==> src/rtl/apb_spi_pkg.sv <==
// Shared definitions for the APB-SPI register bank: register indices,
// bit positions inside CTRL / STATUS / ERR, and the APB slave FSM states.
package apb_spi_pkg;

    // Register indices (PADDR value)
    localparam int unsigned REG_TXDATA = 0;
    localparam int unsigned REG_RXDATA = 1;
    localparam int unsigned REG_STATUS = 2;
    localparam int unsigned REG_CTRL   = 3;
    localparam int unsigned REG_COUNT  = 4;
    localparam int unsigned REG_ERR    = 5;

    // CTRL bit positions
    localparam int unsigned CTRL_W       = 4;
    localparam int unsigned CTRL_EN      = 0;
    localparam int unsigned CTRL_IE_RXNE = 1;
    localparam int unsigned CTRL_IE_TXE  = 2;
    localparam int unsigned CTRL_IE_ERR  = 3;

    // STATUS bit positions
    localparam int unsigned STATUS_RX_EMPTY = 0;
    localparam int unsigned STATUS_RX_FULL  = 1;
    localparam int unsigned STATUS_TX_EMPTY = 2;
    localparam int unsigned STATUS_TX_FULL  = 3;

    // ERR bit positions
    localparam int unsigned ERR_W      = 3;
    localparam int unsigned ERR_TX_OVF = 0;
    localparam int unsigned ERR_RX_UDF = 1;
    localparam int unsigned ERR_RX_OVR = 2;

    // APB slave FSM states
    typedef enum logic [1:0] {
        IDLE  = 2'd0,
        SETUP = 2'd1,
        ACC1  = 2'd2,
        ACC2  = 2'd3
    } apb_state_t;

endpackage

==> src/rtl/apb_spi_regs_if.sv <==
// APB bus bundle between the APB master and the APB-SPI register bank.
//
// Handshake: a transfer starts with a setup cycle (PSEL=1, PENABLE=0),
// followed by access cycles (PSEL=1, PENABLE=1) during which the master
// holds PADDR/PWRITE/PWDATA stable. The transfer completes on the one
// clock edge where PREADY=1; PRDATA and PSLVERR are only meaningful in
// that cycle. PREADY is never asserted outside an access.
interface apb_spi_regs_if #(
    parameter int unsigned AWIDTH = 4,
    parameter int unsigned DWIDTH = 8
);
    logic              PSEL;
    logic              PENABLE;
    logic              PWRITE;
    logic [AWIDTH-1:0] PADDR;
    logic [DWIDTH-1:0] PWDATA;
    logic [DWIDTH-1:0] PRDATA;
    logic              PREADY;
    logic              PSLVERR;

    modport master (
        output PSEL, PENABLE, PWRITE, PADDR, PWDATA,
        input  PRDATA, PREADY, PSLVERR
    );

    modport slave (
        input  PSEL, PENABLE, PWRITE, PADDR, PWDATA,
        output PRDATA, PREADY, PSLVERR
    );
endinterface

==> src/rtl/apb_spi_regs.sv <==
// APB slave register bank in front of the SPI TX/RX FIFOs and SPI master.
// Each transfer runs SETUP -> ACC1 -> ACC2: the access is decoded on entry
// to ACC1 (FIFO strobe high for the whole of ACC1), registers update at the
// end of ACC1, and PREADY/PRDATA/PSLVERR are presented in ACC2.
module apb_spi_regs
    import apb_spi_pkg::*;
#(
    parameter int unsigned AWIDTH     = 4,
    parameter int unsigned DWIDTH     = 8,
    parameter int unsigned FIFO_DEPTH = 5,
    parameter int unsigned N          = $clog2(FIFO_DEPTH + 1),
    parameter int unsigned REGN       = 6
) (
    input  logic              PCLK,
    input  logic              PRESETn,
    apb_spi_regs_if.slave     apb,
    output logic              TX_PUSH,
    output logic [DWIDTH-1:0] TX_WDATA,
    input  logic              TX_FULL,
    input  logic              TX_EMPTY,
    input  logic [N-1:0]      TX_CNT,
    output logic              RX_POP,
    input  logic [DWIDTH-1:0] RX_RDATA,
    input  logic              RX_FULL,
    input  logic              RX_EMPTY,
    input  logic [N-1:0]      RX_CNT,
    input  logic              RX_DV,
    output logic              SPI_EN,
    output logic              IRQ,
    output apb_state_t        dbg_state
);

    apb_state_t        state;
    logic [DWIDTH-1:0] prdata_q;
    logic              pready_q;
    logic              pslverr_q;
    logic              push_q;
    logic              pop_q;
    logic [DWIDTH-1:0] wdata_q;
    logic [CTRL_W-1:0] ctrl_q;
    logic [ERR_W-1:0]  err_q;
    logic              irq_q;

    // Access decoded at SETUP->ACC1, consumed during ACC1
    logic [AWIDTH-1:0] acc_idx;
    logic              acc_write;
    logic              acc_slverr;
    logic              acc_ovf;
    logic              acc_udf;
    logic              acc_ctrl_we;
    logic              acc_err_we;
    logic [3:0]        acc_wdata;

    // Live decode of the bus during the SETUP state
    logic              dec_push;
    logic              dec_pop;
    logic              dec_slverr;
    logic              dec_ovf;
    logic              dec_udf;
    logic              dec_ctrl_we;
    logic              dec_err_we;

    logic [DWIDTH-1:0] rd_mux;
    logic [ERR_W-1:0]  err_set;
    logic [ERR_W-1:0]  err_clr;
    logic [ERR_W-1:0]  err_next;

    // Decode the pending access against the current FIFO flags
    always_comb begin
        dec_push    = 1'b0;
        dec_pop     = 1'b0;
        dec_slverr  = 1'b0;
        dec_ovf     = 1'b0;
        dec_udf     = 1'b0;
        dec_ctrl_we = 1'b0;
        dec_err_we  = 1'b0;
        case (32'(apb.PADDR))
            REG_TXDATA: begin
                if (!apb.PWRITE)  dec_slverr = 1'b1;
                else if (TX_FULL) begin
                    dec_slverr = 1'b1;
                    dec_ovf    = 1'b1;
                end else          dec_push   = 1'b1;
            end
            REG_RXDATA: begin
                if (apb.PWRITE)    dec_slverr = 1'b1;
                else if (RX_EMPTY) begin
                    dec_slverr = 1'b1;
                    dec_udf    = 1'b1;
                end else           dec_pop    = 1'b1;
            end
            REG_STATUS: dec_slverr  = apb.PWRITE;
            REG_COUNT:  dec_slverr  = apb.PWRITE;
            REG_CTRL:   dec_ctrl_we = apb.PWRITE;
            REG_ERR:    dec_err_we  = apb.PWRITE;
            default:    dec_slverr  = 1'b1;
        endcase
        if (32'(apb.PADDR) >= REGN) dec_slverr = 1'b1;
    end

    // Read data for the access in ACC1; RX_RDATA is still the pre-pop head
    always_comb begin
        rd_mux = '0;
        if (!acc_write && !acc_slverr) begin
            case (32'(acc_idx))
                REG_RXDATA: rd_mux = RX_RDATA;
                REG_STATUS: begin
                    rd_mux[STATUS_RX_EMPTY] = RX_EMPTY;
                    rd_mux[STATUS_RX_FULL]  = RX_FULL;
                    rd_mux[STATUS_TX_EMPTY] = TX_EMPTY;
                    rd_mux[STATUS_TX_FULL]  = TX_FULL;
                end
                REG_CTRL:   rd_mux[CTRL_W-1:0] = ctrl_q;
                REG_COUNT: begin
                    rd_mux[N-1:0] = TX_CNT;
                    rd_mux[N+3:4] = RX_CNT;
                end
                REG_ERR:    rd_mux[ERR_W-1:0] = err_q;
                default:    rd_mux = '0;
            endcase
        end
    end

    // Error sticky bits: new events take priority over W1C
    always_comb begin
        err_set = '0;
        err_clr = '0;
        err_set[ERR_RX_OVR] = RX_DV & RX_FULL;
        if (state == ACC1) begin
            err_set[ERR_TX_OVF] = acc_ovf;
            err_set[ERR_RX_UDF] = acc_udf;
            if (acc_err_we) err_clr = acc_wdata[ERR_W-1:0];
        end
        err_next = (err_q & ~err_clr) | err_set;
    end

    // APB FSM, register bank and all registered outputs
    always_ff @(posedge PCLK) begin
        if (!PRESETn) begin
            state       <= IDLE;
            prdata_q    <= '0;
            pready_q    <= 1'b0;
            pslverr_q   <= 1'b0;
            push_q      <= 1'b0;
            pop_q       <= 1'b0;
            wdata_q     <= '0;
            ctrl_q      <= '0;
            err_q       <= '0;
            irq_q       <= 1'b0;
            acc_idx     <= '0;
            acc_write   <= 1'b0;
            acc_slverr  <= 1'b0;
            acc_ovf     <= 1'b0;
            acc_udf     <= 1'b0;
            acc_ctrl_we <= 1'b0;
            acc_err_we  <= 1'b0;
            acc_wdata   <= '0;
        end else begin
            push_q    <= 1'b0;
            pop_q     <= 1'b0;
            pready_q  <= 1'b0;
            pslverr_q <= 1'b0;
            err_q     <= err_next;
            irq_q     <= ctrl_q[CTRL_EN] &
                         ((ctrl_q[CTRL_IE_RXNE] & ~RX_EMPTY) |
                          (ctrl_q[CTRL_IE_TXE]  &  TX_EMPTY) |
                          (ctrl_q[CTRL_IE_ERR]  & |err_q));
            case (state)
                IDLE: begin
                    if (apb.PSEL && !apb.PENABLE) state <= SETUP;
                end
                SETUP: begin
                    if (!apb.PSEL) begin
                        state <= IDLE;
                    end else if (apb.PENABLE) begin
                        state       <= ACC1;
                        push_q      <= dec_push;
                        pop_q       <= dec_pop;
                        if (dec_push) wdata_q <= apb.PWDATA;
                        acc_idx     <= apb.PADDR;
                        acc_write   <= apb.PWRITE;
                        acc_slverr  <= dec_slverr;
                        acc_ovf     <= dec_ovf;
                        acc_udf     <= dec_udf;
                        acc_ctrl_we <= dec_ctrl_we;
                        acc_err_we  <= dec_err_we;
                        acc_wdata   <= apb.PWDATA[3:0];
                    end
                end
                ACC1: begin
                    // The strobe has already gone out, so the register side
                    // effects commit even if the master abandons the access.
                    if (acc_ctrl_we) ctrl_q <= acc_wdata[CTRL_W-1:0];
                    if (apb.PSEL) begin
                        state     <= ACC2;
                        pready_q  <= 1'b1;
                        pslverr_q <= acc_slverr;
                        prdata_q  <= rd_mux;
                    end else begin
                        state <= IDLE;
                    end
                end
                ACC2: begin
                    state <= (apb.PSEL && !apb.PENABLE) ? SETUP : IDLE;
                end
                default: state <= IDLE;
            endcase
        end
    end

    // Strobes are qualified by PRESETn so a reset landing mid-ACC1
    // drops the pulse immediately instead of one edge later.
    assign TX_PUSH     = push_q & PRESETn;
    assign RX_POP      = pop_q & PRESETn;
    assign TX_WDATA    = wdata_q;
    assign SPI_EN      = ctrl_q[CTRL_EN];
    assign IRQ         = irq_q;
    assign dbg_state   = state;
    assign apb.PRDATA  = prdata_q;
    assign apb.PREADY  = pready_q;
    assign apb.PSLVERR = pslverr_q;

endmodule

==> src/flat_wrapper.sv <==
// flat-port wrapper written by rule: the top's interface ports become plain ports
module apb_spi_regs_flat import apb_spi_pkg::*;
#(
    parameter int unsigned AWIDTH     = 4,
    parameter int unsigned DWIDTH     = 8,
    parameter int unsigned FIFO_DEPTH = 5,
    parameter int unsigned N          = $clog2(FIFO_DEPTH + 1),
    parameter int unsigned REGN       = 6
)
  (PCLK, PRESETn, TX_PUSH, TX_WDATA, TX_FULL, TX_EMPTY, TX_CNT, RX_POP, RX_RDATA, RX_FULL, RX_EMPTY, RX_CNT, RX_DV, SPI_EN, IRQ, dbg_state, apb_PSEL, apb_PENABLE, apb_PWRITE, apb_PADDR, apb_PWDATA, apb_PRDATA, apb_PREADY, apb_PSLVERR);
  apb_spi_regs_if #(.AWIDTH(AWIDTH), .DWIDTH(DWIDTH)) apb_i ();
  input  logic PCLK;
  input  logic PRESETn;
  output logic TX_PUSH;
  output logic [DWIDTH-1:0] TX_WDATA;
  input  logic TX_FULL;
  input  logic TX_EMPTY;
  input  logic [N-1:0] TX_CNT;
  output logic RX_POP;
  input  logic [DWIDTH-1:0] RX_RDATA;
  input  logic RX_FULL;
  input  logic RX_EMPTY;
  input  logic [N-1:0] RX_CNT;
  input  logic RX_DV;
  output logic SPI_EN;
  output logic IRQ;
  output apb_state_t dbg_state;
  input wire logic [$bits(apb_i.PSEL)-1:0] apb_PSEL;
  input wire logic [$bits(apb_i.PENABLE)-1:0] apb_PENABLE;
  input wire logic [$bits(apb_i.PWRITE)-1:0] apb_PWRITE;
  input wire logic [$bits(apb_i.PADDR)-1:0] apb_PADDR;
  input wire logic [$bits(apb_i.PWDATA)-1:0] apb_PWDATA;
  output wire logic [$bits(apb_i.PRDATA)-1:0] apb_PRDATA;
  output wire logic [$bits(apb_i.PREADY)-1:0] apb_PREADY;
  output wire logic [$bits(apb_i.PSLVERR)-1:0] apb_PSLVERR;
  assign apb_i.PSEL = apb_PSEL;
  assign apb_i.PENABLE = apb_PENABLE;
  assign apb_i.PWRITE = apb_PWRITE;
  assign apb_i.PADDR = apb_PADDR;
  assign apb_i.PWDATA = apb_PWDATA;
  assign apb_PRDATA = apb_i.PRDATA;
  assign apb_PREADY = apb_i.PREADY;
  assign apb_PSLVERR = apb_i.PSLVERR;
  apb_spi_regs #(.AWIDTH(AWIDTH), .DWIDTH(DWIDTH), .FIFO_DEPTH(FIFO_DEPTH), .N(N), .REGN(REGN)) u_core (.PCLK(PCLK), .PRESETn(PRESETn), .apb(apb_i), .TX_PUSH(TX_PUSH), .TX_WDATA(TX_WDATA), .TX_FULL(TX_FULL), .TX_EMPTY(TX_EMPTY), .TX_CNT(TX_CNT), .RX_POP(RX_POP), .RX_RDATA(RX_RDATA), .RX_FULL(RX_FULL), .RX_EMPTY(RX_EMPTY), .RX_CNT(RX_CNT), .RX_DV(RX_DV), .SPI_EN(SPI_EN), .IRQ(IRQ), .dbg_state(dbg_state));
endmodule
==> config.mk <==
export PLATFORM = sky130hd
export DESIGN_NAME = apb_spi_regs_flat
export DESIGN_NICKNAME = d
export VERILOG_FILES = /design/src/rtl/apb_spi_pkg.sv /design/src/rtl/apb_spi_regs_if.sv /design/src/rtl/apb_spi_regs.sv /design/src/flat_wrapper.sv
export SDC_FILE = /design/constraint.sdc
export NUM_CORES = 1
export LEC_CHECK = 0
export ABC_AREA = 0
export BUFFER_PORTS_ARGS = -buffer_cell sky130_fd_sc_hd__buf_2
export CAP_MARGIN = 40
export CORE_MARGIN = 2
export CORE_UTILIZATION = 50
export CTS_BUF_LIST = sky130_fd_sc_hd__clkbuf_4 sky130_fd_sc_hd__clkbuf_8
export DETAILED_ROUTE_END_ITERATION = 8
export HOLD_SLACK_MARGIN = 0.12
export PLACE_DENSITY = 0.79
export SLEW_MARGIN = 10
export SYNTH_ARGS = -nofsm -noshare
export SYNTH_HDL_FRONTEND = slang
export SYNTH_SLANG_ARGS = --single-unit
==> constraint.sdc <==
create_clock -name PCLK -period 2.5 [get_ports PCLK]
set_clock_uncertainty 0.15 [all_clocks]
set_input_delay 0.25 -clock PCLK [delete_from_list [all_inputs] [get_ports PCLK]]
set_output_delay 0.25 -clock PCLK [all_outputs]
set_load 0.02 [all_outputs]
Word-level counts from Yosys, hierarchy flattened

Index checks and enable logic that the tools add are counted.

Output and inout bits: 24
Word-level logic and storage cells: 102
Bits of input ports: 36
Register bits: 44

Mux-type cells: 31
Eq/ne operators: 15
Bitwise logic cells: 18
Reduce and logical (&&, ||, !) cells: 19
Magnitude comparators: 1

Operators with widths:

| operator             | number |
|---|---|
| $mux W1              | 18 |
| $eq A4 B2 Y1 const B | 4 |
| $eq A4 B3 Y1 const B | 4 |
| $pmux W3 S5          | 1 |
| $mux W2              | 5 |
| $eq A4 B1 Y1 const B | 2 |
| $mux W8              | 1 |
| $pmux W2 S4          | 1 |
| $reduce_and A2 Y1    | 4 |
| $reduce_and A4 Y1    | 2 |
| $and A1 B1 Y1        | 7 |
| $mux W3              | 2 |
| $not A1 Y1           | 6 |
| $pmux W3 S2          | 1 |
| $reduce_and A3 Y1    | 2 |
| $reduce_or A6 Y1     | 1 |
| $eq A2 B2 Y1 const B | 2 |
| $ge A4 B3 Y1 const B | 1 |
| $logic_not A4 Y1     | 1 |
| $pmux W1 S4          | 1 |
| $reduce_or A2 Y1     | 2 |
| $and A3 B3 Y3        | 1 |
| $logic_not A1 Y1     | 3 |
| $ne A3 B3 Y1 const B | 1 |
| other kinds (9)      | 11 |

Longest topological paths before layout

Depth after elaboration: 5
Gate-level depth with buffers: 5
Mapped depth without buffers: 4

Worst setup path before layout

No wires, ideal clock.

Path kind: reg2reg
Start point: register u_core.state[0] (netlist: u_core.dbg_state[0])
End point: register u_core.wdata_q[0] (netlist: u_core.TX_WDATA[0])
Buffers on the path: 1
Period minus slack after synthesis: 1674 ps
Cell stages (with the launch flop): 6
Setup time: 116 ps
Data arrival time: 1408 ps
Required time: 2234 ps
Setup slack: 826 ps
Path through: dfxtp_1 -> nand4b_1 -> nor4_1 -> buf_4 -> mux2i_1 -> nor2b_1

Cells in the longest elaborated chain, start to end: 2

RTL lines:

| what                               | line                | source |
|---|---|---|
| start, declared                    | apb_spi_regs.sv:33  | `apb_state_t state;` |
| start signal, assigned             | apb_spi_regs.sv:204 | `state <= (apb.PSEL && !apb.PENABLE) ? SETUP : IDLE;` |
| $eq A2 B1 Y1                       | apb_spi_regs.sv:168 | `case (state)` |
| $reduce_and A4 Y1 (no source line) | --                  |  |
| end signal, assigned               | apb_spi_regs.sv:179 | `if (dec_push) wdata_q <= apb.PWDATA;` |
| end, declared                      | apb_spi_regs.sv:39  | `logic [DWIDTH-1:0] wdata_q;` |

No other way between the ends.
A chain may end at the register's enable or synchronous reset.

Worst setup path in the final report

Start point: register u_core.state[1] (netlist: u_core.dbg_state[1])
End point: register u_core.err_q[2]

Cells in the longest elaborated chain, start to end: 5

RTL lines:

| what                 | line                | source |
|---|---|---|
| $eq A2 B2 Y1         | apb_spi_regs.sv:129 | `if (state == ACC1) begin` |
| $mux W3              | apb_spi_regs.sv:129 |  |
| $not A3 Y3           | apb_spi_regs.sv:134 | `err_next = (err_q & ~err_clr) \| err_set;` |
| $and A3 B3 Y3        | apb_spi_regs.sv:134 |  |
| $or A3 B3 Y3         | apb_spi_regs.sv:134 |  |
| end signal, assigned | apb_spi_regs.sv:163 | `err_q <= err_next;` |
| end, declared        | apb_spi_regs.sv:41  | `logic [ERR_W-1:0] err_q;` |

No other way between the ends.

==> flow_summary.toml <==
[synthesis]
synth.cell_area_sq_um = 1940
synth_cell_type_count = 36
synth_nets = 253
ys.flop_type = "dfxtp_1"
synth_edf_count = 0
yosysMostFrequentCell = "dfxtp_1"
synth_area_per_cell_sq_um = 8.96
ys_top_cells_by_area = "dfxtp_1 (45%), nand2_1 (6.8%), nor2b_1 (6.8%), mux2i_1 (6.7%), a21boi_0 (6.2%)"
yosys.area.top_type = "dfxtp_1"
netlist.area_leader.share_pct = 45.3
async_flop_share_pct = 0
postSynthCellCount = 217
yosys-top-cells-count = "dfxtp_1 (44), nand2_1 (35), nor2b_1 (21)"
yosys_warnings = 0
ys_ff_latch = 44
ys_seq_area_share_pct = 45.3

[clock_network]
cts_buffer_depth = 2
cts_made_buffers = 5
cts_resized = 0
clockRootBuffer = "clkbuf_8"
postCtsHoldBufs = 20
cts-htree-levels = 2
postCtsSetupBuffers = 0
clk_latency_ps = 300
cts_tree = "done"
path_clk_slew_ps = 80
clkSinkCount = 44

[timing]
hold_violations = 0
setup_viol = 0
maxSlewViolCount = 0
fin_tns_setup_ps = 0
worst_pin_slew_ps = 609
slew_headroom_pct = 59.3
fmax_mhz = 469
fin_crit_ps = 2130
min_period_over_period_pct = 85.2
rsz0062_at_grt = "no"

[worst_setup_path]
cp_slowest_stage_delay_ps = 570
cp-start-kind = "flop"
worstPathRequired_ps = 2550
crit_type = "flop to flop"
critical_path.max_fanout = 10
critPathBufInv = 1
worstSetupEndpointType = "flop"
worstPathArrival_ps = 2180
slowest_stage = "dlygate4sd3_1"
crit_top_cell = "nor2b_1"
cp_top_family = "simple AND/OR/NAND/NOR gates"
crit_chain = "nor2b_1 -> nand3_1 -> a22oi_1 -> dlygate4sd3_1 -> nor2b_1"

[route]
drtAntennaViolNets = 0
via_count = 1819
drcViolationCount = 0
vias_per_cell = 5.24
drt-pass1-iter-count = 4
drt_iter0_drc = 79
wirelength_um = 4660
wl_per_cell_um = 13.4

[placement]
gp_congestion = 0.825
dp_hpwl_um = 3420
port-buffer-count = 59
dpl.cell_count = 319

[cells_and_area]
fillers = 302
multi_input_area_sq_um = 1020
drive_gt1_share_pct = 25.1
seq_area_sq_um = 881
fin_util_pct = 70.2
nets = 334
num_antenna_cells = 0
stdcell_count = 347
area_growth_pct = 33.1

[run]
max_cap_violations = 0

[grt]
grt_pass1_vias = 1717
grt_max_degree = 31
grt_pass1_wl_um = 7830
antenna_found_initial = 0
grt_usage_pct = 23.4
grt_overflow = 0

[die]
ios = 60
start_util_pct = 52.7
fp.dieH_um = 66.4
coreArea_sq_um = 3690
rows = 22
die_w_um = 66.4
dieArea_sq_um = 4400

[run_status]
outcome = "finished clean"

[pwr]
irDropWorstVdd_uv = 385
total_power_w = 0.00129
power_leakage_nw = 1.00
power_density_nw_per_um2 = 500

[hold_path]
hold_class = "primary input to flop"
==> cell type report <==
| type | instances | area share [%] |
|---|---|---|
| flip-flops and latches | 44 | 34.0 |
| multi-input cells | 162 | 39.3 |
| inverters | 2 | 0.290 |
| repair buffers | 83 | 20.3 |
| clock buffers | 7 | 3.48 |
| clock inverters | 1 | 0.290 |
| well taps | 48 | 2.32 |
==> per-stage QoR <==
stage	worst slack, ps	hold WS (ps)	area, sq um
after floorplan	826	176	1940
after global placement	680	304	2290
after detailed placement	641	306	2290
after CTS	372	126	2590
after global routing	242	141	2590
final	369	122	2590
==> cell usage in the layout, fill, tap and decap left out, types with 2 or more instances in the layout <==
cell type,instances
or3_1,2
nor3_1,3
nand2_1,35
o21bai_1,2
dfxtp_1,44
inv_1,2
nand3b_1,5
a22oi_1,3
o22ai_1,2
nor2b_1,21
nor2_1,9
nand4b_1,3
nand2b_1,2
clkbuf_8,6
a22o_1,4
a21oi_1,5
mux2i_1,13
or3b_2,2
a32oi_1,5
nand3_1,10
o21ai_0,4
and2_1,5
a21boi_0,16
buf_4,4
buf_2,59
dlygate4sd3_1,20
==> sequential cells by signal, summed over array words and instances (netlist names) <==
name	cells
u_core.TX_WDATA	8
u_core.apb.PRDATA	8
u_core.acc_idx	4
u_core.acc_wdata	4
u_core.ctrl_q	4
u_core.err_q	3
u_core.dbg_state	2
u_core.IRQ	1
u_core.acc_ctrl_we	1
u_core.acc_err_we	1
u_core.acc_ovf	1
u_core.acc_slverr	1
u_core.acc_udf	1
u_core.acc_write	1
u_core.apb.PREADY	1
u_core.apb.PSLVERR	1
u_core.pop_q	1
u_core.push_q	1
==> layer usage <==
layer  vias to the layer above  part of all wire, %  track usage [%]
met3                         7                  6.6             5.62
met4                         0                  1.2             6.63
li1                        926                    -                -
met2                        68                   49             39.6
met1                       818                   44             29.4
met5                         -                    0                0
==> worst paths after layout <==
| kind | startpoint | end | slack [ps] | cells after the start |
|---|---|---|---|---|
| setup / recovery | u_core.dbg_state[1]$_SDFFE_PN0P_ | u_core.err_q[2]$_SDFF_PN0_ | 370 | 5 |
| hold / removal | TX_EMPTY | u_core.IRQ$_SDFF_PN0_ | 120 | 3 |
| setup reg to reg | u_core.dbg_state[1]$_SDFFE_PN0P_ | u_core.err_q[2]$_SDFF_PN0_ | 370 | 5 |
| hold reg to reg | u_core.acc_ovf$_SDFFE_PN0P_ | u_core.acc_ovf$_SDFFE_PN0P_ | 310 | 2 |
==> worst min-delay path: stages <==
cell and delay, ps:
buf_2 90, a222oi_1 90, nor2_1 100
==> cells by family (layout without fill, tap and decap cells) <==
group | after synthesis | in the layout | synth area share [%]
AOI/OAI and AO/OA | 47 | 47 | 17.5
xor gates and xnor gates | 1 | 1 | 0.451
buffers and inverters | 11 | 93 | 2.70
DFF | 44 | 44 | 45.3
muxes | 13 | 13 | 6.69
and+or+nand+nor | 101 | 101 | 27.3
==> report_power, final <==
part / total [W] / internal, W / switching [W] / leakage (nW)
combinational: 0.000115 / 0.0000654 / 0.0000499 / 0.602
clock: 0.000469 / 0.000235 / 0.000234 / 0.0479
sequential: 0.000709 / 0.000705 / 0.00000494 / 0.355
total: 0.00129 / 0.00101 / 0.000289 / 1.00
Power figures use the tool's default switching activity.
